==> src/rtl/gc_pkg.sv <==
// gc_pkg: shared GameCube command-line types, command constants and bit waveforms.
package gc_pkg;
    typedef enum logic [1:0] {IDLE, DATA, STOP, GUARD} state_t;
    localparam logic [7:0]  GC_CMD_PROBE      = 8'h00;
    localparam logic [23:0] GC_CMD_POLL       = 24'h400302;
    localparam logic [7:0]  GC_WB_INIT_PREFIX = 8'h4E;
    // Indexed by quarter number: 1 = line pulled low in that quarter.
    localparam logic [3:0]  PAT_ZERO = 4'b0111;
    localparam logic [3:0]  PAT_ONE  = 4'b0001;
    localparam logic [3:0]  PAT_STOP = 4'b0001;
    localparam logic [3:0]  OE_STOP  = 4'b0011;
endpackage

==> src/rtl/gc_quarter_timer.sv <==
// gc_quarter_timer: quarter-bit divider with a 2-bit quarter index and next-cycle lookahead.
module gc_quarter_timer #(
    parameter int CLKS_PER_QUARTER = 100
) (
    input  logic       clk,
    input  logic       reset,
    input  logic       clr_i,
    output logic       end_o,
    output logic [1:0] q_o,
    output logic       end_nxt_o,
    output logic [1:0] q_nxt_o
);
    localparam int CW = $clog2(CLKS_PER_QUARTER);
    localparam logic [CW-1:0] LAST = CW'(CLKS_PER_QUARTER - 1);
    logic [CW-1:0] cnt_q, cnt_d;
    logic [1:0]    q_q;
    assign end_o     = !clr_i && cnt_q == LAST;
    assign cnt_d     = (clr_i || end_o) ? '0 : cnt_q + CW'(1);
    assign q_nxt_o   = clr_i ? 2'd0 : q_q + 2'(end_o);
    assign end_nxt_o = cnt_d == LAST;
    assign q_o       = q_q;
    always_ff @(posedge clk) begin
        if (reset) begin
            cnt_q <= '0;
            q_q   <= '0;
        end else begin
            cnt_q <= cnt_d;
            q_q   <= q_nxt_o;
        end
    end
endmodule

==> src/rtl/gc_cmd_tx.sv <==
// gc_cmd_tx: serialises a 1..MAX_BYTES command onto the GameCube data line with a stop bit.
// Outputs are flops loaded from next-state decode, so the pad sees no combinational logic.
module gc_cmd_tx #(
    parameter int CLKS_PER_QUARTER = 100,
    parameter int MAX_BYTES        = 3,
    parameter int GUARD_CYCLES     = 0,
    parameter int LEN_W            = $clog2(MAX_BYTES + 1)
) (
    input  logic                   clk,
    input  logic                   reset,
    input  logic [8*MAX_BYTES-1:0] cmd_data,
    input  logic [LEN_W-1:0]       cmd_len,
    input  logic                   start,
    output logic                   busy,
    output logic                   tx_low,
    output logic                   tx_active,
    output logic                   done,
    output logic                   len_err
);
    import gc_pkg::*;
    localparam int W  = 8 * MAX_BYTES;
    localparam int BW = $clog2(W);
    localparam int GW = GUARD_CYCLES > 1 ? $clog2(GUARD_CYCLES) : 1;
    state_t        state_q, state_d;
    logic [W-1:0]  data_q, data_d;
    logic [BW-1:0] bits_q, bits_d;
    logic [GW-1:0] g_q, g_d;
    logic          busy_q, tx_low_q, tx_active_q, done_q, len_err_q;
    logic          busy_d, tx_low_d, tx_active_d, done_d, len_err_d;
    logic          q_end, end_nxt, bit_end, legal, bit_val;
    logic [1:0]    q, q_nxt;

    gc_quarter_timer #(.CLKS_PER_QUARTER(CLKS_PER_QUARTER)) u_timer (
        .clk       (clk),
        .reset     (reset),
        .clr_i     (state_q != DATA && state_q != STOP),
        .end_o     (q_end),
        .q_o       (q),
        .end_nxt_o (end_nxt),
        .q_nxt_o   (q_nxt)
    );

    assign legal   = cmd_len != '0 && int'(cmd_len) <= MAX_BYTES;
    assign bit_end = q_end && q == 2'd3;

    always_comb begin
        state_d   = state_q;
        data_d    = data_q;
        bits_d    = bits_q;
        g_d       = '0;
        len_err_d = 1'b0;
        if (state_q == IDLE && start) begin
            if (legal) begin
                state_d = DATA;
                data_d  = cmd_data;
                bits_d  = BW'({cmd_len, 3'b000} - (LEN_W + 3)'(1));
            end else begin
                len_err_d = 1'b1;
            end
        end else if (state_q == DATA && bit_end) begin
            data_d = data_q << 1;
            if (bits_q == '0) state_d = STOP;
            else bits_d = bits_q - BW'(1);
        end else if (state_q == STOP && bit_end) begin
            state_d = GUARD_CYCLES > 0 ? GUARD : IDLE;
        end else if (state_q == GUARD) begin
            g_d = g_q + GW'(1);
            if (g_q == GW'(GUARD_CYCLES - 1)) state_d = IDLE;
        end
        bit_val     = data_d[W-1];
        tx_low_d    = state_d == DATA ? (bit_val ? PAT_ONE[q_nxt] : PAT_ZERO[q_nxt])
                                      : (state_d == STOP && PAT_STOP[q_nxt]);
        tx_active_d = state_d == DATA || (state_d == STOP && OE_STOP[q_nxt]);
        done_d      = state_d == STOP && q_nxt == 2'd3 && end_nxt;
        busy_d      = state_d != IDLE && !(done_d && GUARD_CYCLES == 0);
    end

    always_ff @(posedge clk) begin
        if (reset) begin
            state_q     <= IDLE;
            data_q      <= '0;
            bits_q      <= '0;
            g_q         <= '0;
            busy_q      <= 1'b0;
            tx_low_q    <= 1'b0;
            tx_active_q <= 1'b0;
            done_q      <= 1'b0;
            len_err_q   <= 1'b0;
        end else begin
            state_q     <= state_d;
            data_q      <= data_d;
            bits_q      <= bits_d;
            g_q         <= g_d;
            busy_q      <= busy_d;
            tx_low_q    <= tx_low_d;
            tx_active_q <= tx_active_d;
            done_q      <= done_d;
            len_err_q   <= len_err_d;
        end
    end

    assign busy      = busy_q;
    assign tx_low    = tx_low_q;
    assign tx_active = tx_active_q;
    assign done      = done_q;
    assign len_err   = len_err_q;
endmodule
==> config.mk <==
export PLATFORM = sky130hd
export DESIGN_NAME = gc_cmd_tx
export DESIGN_NICKNAME = d
export VERILOG_FILES = /design/src/rtl/gc_pkg.sv /design/src/rtl/gc_quarter_timer.sv /design/src/rtl/gc_cmd_tx.sv
export SDC_FILE = /design/constraint.sdc
export NUM_CORES = 1
export LEC_CHECK = 0
export BUFFER_PORTS_ARGS = -buffer_cell sky130_fd_sc_hd__buf_2
export CORE_MARGIN = 3
export CORE_UTILIZATION = 60
export DETAILED_ROUTE_END_ITERATION = 8
export PLACE_DENSITY = 0.84
export SKIP_LAST_GASP = 1
export SYNTH_ARGS = -nofsm -noshare
export SYNTH_HDL_FRONTEND = slang
export SYNTH_SLANG_ARGS = --single-unit
==> constraint.sdc <==
create_clock -name clk -period 4.98 [get_ports clk]
set_input_delay 0.249 -clock clk [delete_from_list [all_inputs] [get_ports clk]]
set_output_delay 0.249 -clock clk [all_outputs]
set_load 0.01 [all_outputs]
==> flow_summary_export.csv <==
group,metric,value,unit
status,status,"complete, no violations",
setup_path,worst_setup_path_start_kind,"flip-flop",
yosys,yosysUniqueCellTypes,44,
clock_network,clkTransAtPathRegs,0.14,ns
cells_and_area,multi_input_comb_area,1120,um^2
yosys,syn_area,2120,um^2
cells_and_area,diodes,0,
timing,fmax,0.364,GHz
power,p_leak,0.949,nW
global_route,grt_pass1_vias,1657,
cells_and_area,layout.nets,318,
cells_and_area,final_layout_size_suffix_gt1_share,16.7,%
timing,worst_slack,2.24,ns
run,drv.max_cap_violation_count,0,
placement,place_ws,2.30,ns
die,start_util,66.2,%
setup_path,crit_end,"done",
placement,dpl.hpwl,3.02,mm
setup_path,rr_endpoint,"done",
setup_path,endpoint_kind,"flip-flop",
worst_hold_path,holdCritPathClass,"input pin to flip-flop",
cells_and_area,seq_area,921,um^2
timing,worst_slew_pin_slew,0.813,ns
power,max-vdd-ir-drop,0.226,mV
setup_path,critical_path_class,"flip-flop to flip-flop",
clock_network,clock_path_buffers,2,
setup_path,rr_startpoint,"state_q[0]",
setup_path,cp_num_cells,10,
clock_network,worstSkewPairLatency,0.36,ns
yosys,ys_async_sr_fraction,0,%
setup_path,reg2reg_depth,10,
setup_path,worst_path_max_delay_cell,"dfxtp_1",
power,power,0.718,mW
timing,skew,0.0200,ns
clock_network,numClockSinks,46,
global_route,antenna_found_initial,0,
yosys,ys_warn_count,0,
power,p_per_area,300,nW/um^2
timing,maxSlewHeadroom,45.0,%
die,dieArea,4280,um^2
timing,final-max-slew-violation-count,0,
cells_and_area,fill_cells,264,
setup_path,crit_path_max_fanout,6,
yosys,synth_seq_cells,46,
die,rows,20,
clock_network,tritoncts,"built",
die,io_pins,34,
timing,hold_viol,0,
clock_network,postCtsResizedCells,0,
cells_and_area,layout_commonest_cell,"dfxtp_1",
timing,worst_hold_slack,0.138,ns
yosys,synth_edf_count,0,
setup_path,startpoint,"state_q[0]",
routing,drc,0,
cells_and_area,mostFrequentLayoutCells,"dfxtp_1, nand2_1, buf_2",
routing,routedWlPerCell,13.6,um
cells_and_area,syn2layout_area_growth,12.7,%
yosys,synth.avg_cell_area,8.48,um^2
placement,gp_congestion,0.878,
clock_network,hold_buffers,0,
setup_path,crit_chain,"inv_1 > ha_1 > nand4b_1 > nor2_1 > ha_1 > xor2_1 > and3_1 > nand4b_1 > or3_1 > a211oi_1",
clock_network,postCtsSetupBuffers,0,
setup_path,cp_num_buf_inv,1,
clock_network,cts_buffers,5,
yosys,synthFlopType,"dfxtp_1",
die,core,3200,um^2
routing,initialDrtViolationCount,153,
setup_path,arrival,3.03,ns
clock_network,cts_root_buf,"clkbuf_4",
timing,period_minus_slack,2.74,ns
timing,fin_setup_tns,0,ns
routing,routed_wl,4.44,mm
routing,route.antenna.remaining_nets,0,
global_route,grt_remaining_overflow,0,
yosys,synth.net_count,288,
timing,rsz0062_at_grt,"no",
yosys,syn-instance-count,250,
setup_path,slowest_delay,0.45,ns
die,dieWidth,65.5,um
setup_path,crit_family,"simple AND/OR/NAND/NOR gates",
routing,via_per_inst,5.75,
global_route,track_usage,23.1,%
global_route,grt_max_degree,34,
placement,portBuffers,33,
setup_path,reg2reg_slack,2.24,ns
routing,first_pass_iters,4,
timing,final-setup-viol-count,0,
routing,vias,1869,
die,die_y,65.5,um
global_route,grt_pass1_wl,7.67,mm
setup_path,critPathRequiredTime,5.27,ns
timing,fin_crit_sh,55.1,%
clock_network,htree_levels,2,
yosys,ys_seq_area_share,43.4,%
## cells in the mapped netlist, types with 2 or more instances
cell	number	area, um^2
nor4b_1	2	17.5
dfxtp_1	46	921
a21oi_1	30	150
o21ai_0	7	35.0
ha_1	9	113
clkbuf_1	11	41.3
nor3_1	4	20.0
o22ai_1	2	12.5
nand2b_1	2	12.5
nand4b_1	2	17.5
buf_2	2	10.0
a211oi_1	3	22.5
nand2_1	33	124
xor2_1	3	26.3
and2_1	3	18.8
nor2_1	26	97.6
nand3_1	3	15.0
xnor2_1	3	26.3
and3_1	5	31.3
inv_1	8	30.0
a22o_1	2	17.5
a22oi_1	22	165
## metrics by stage
step                cell area (um^2)  utilization (%)  std cells
floorplan                       2120                -        250
global placement                2310             72.2        317
detailed placement              2310             72.2        317
CTS                             2390             74.6        325
global route                    2390             74.6        325
finish                          2390             74.6        325
## worst min path at each step
stage | from | to | slack (ns) | cells past startpoint
6_report | cmd_data[0] | data_q[0] | 0.14 | 3
5_1_grt | cmd_data[0] | data_q[0] | 0.12 | 3
4_1_cts | cmd_data[0] | data_q[0] | 0.13 | 3
3_5_place_dp | data_q[8] | data_q[8] | 0.45 | 2
3_3_place_gp | data_q[20] | data_q[20] | 0.44 | 2
2_1_floorplan | cmd_data[0] | data_q[0] | 0.39 | 2
## report_power, final
part | leakage [nW] | switching (mW) | internal [mW]
logic | 0.528 | 0.0598 | 0.0472
clock network | 0.0446 | 0.113 | 0.0967
registers | 0.376 | 0.0127 | 0.388
total | 0.949 | 0.186 | 0.532
## sequential cells by signal, summed over array words and instances, names as in the netlist
register and count:
tx_active 1, data_q 24, bits_q 5, g_q 1, state_q 2, u_timer.q_o 2, len_err 1, busy 1
done 1, u_timer.cnt_q 7, tx_low 1
## layout make-up
cell class / instances / share of cell area (%)
multi-input cells: 183 / 46.8
flip-flops and latches: 46 / 38.5
repair buffers: 36 / 7.85
clock buffers: 8 / 3.30
well taps: 44 / 2.30
inverters: 8 / 1.26
## worst min-delay path: stages
cell     delay (ns)
buf_2          0.09
nand2_1        0.05
a21oi_1        0.05
## layer usage
metal,global-route usage [%],up-vias,wire [um]
li1,-,954,-
met1,30.6,858,2060
met2,36.7,55,2090
met3,7.01,2,266
met4,6.22,0,21
met5,0,-,0
## logic make-up after synthesis
logic type	synth area share, %
compound gates	23.6
fa+ha+maj	5.31
flops	43.4
buf+inv	3.83
mux	0.472
xor+xnor	2.48
simple gates	20.9
No activity file was read; power rests on OpenSTA's default activity.
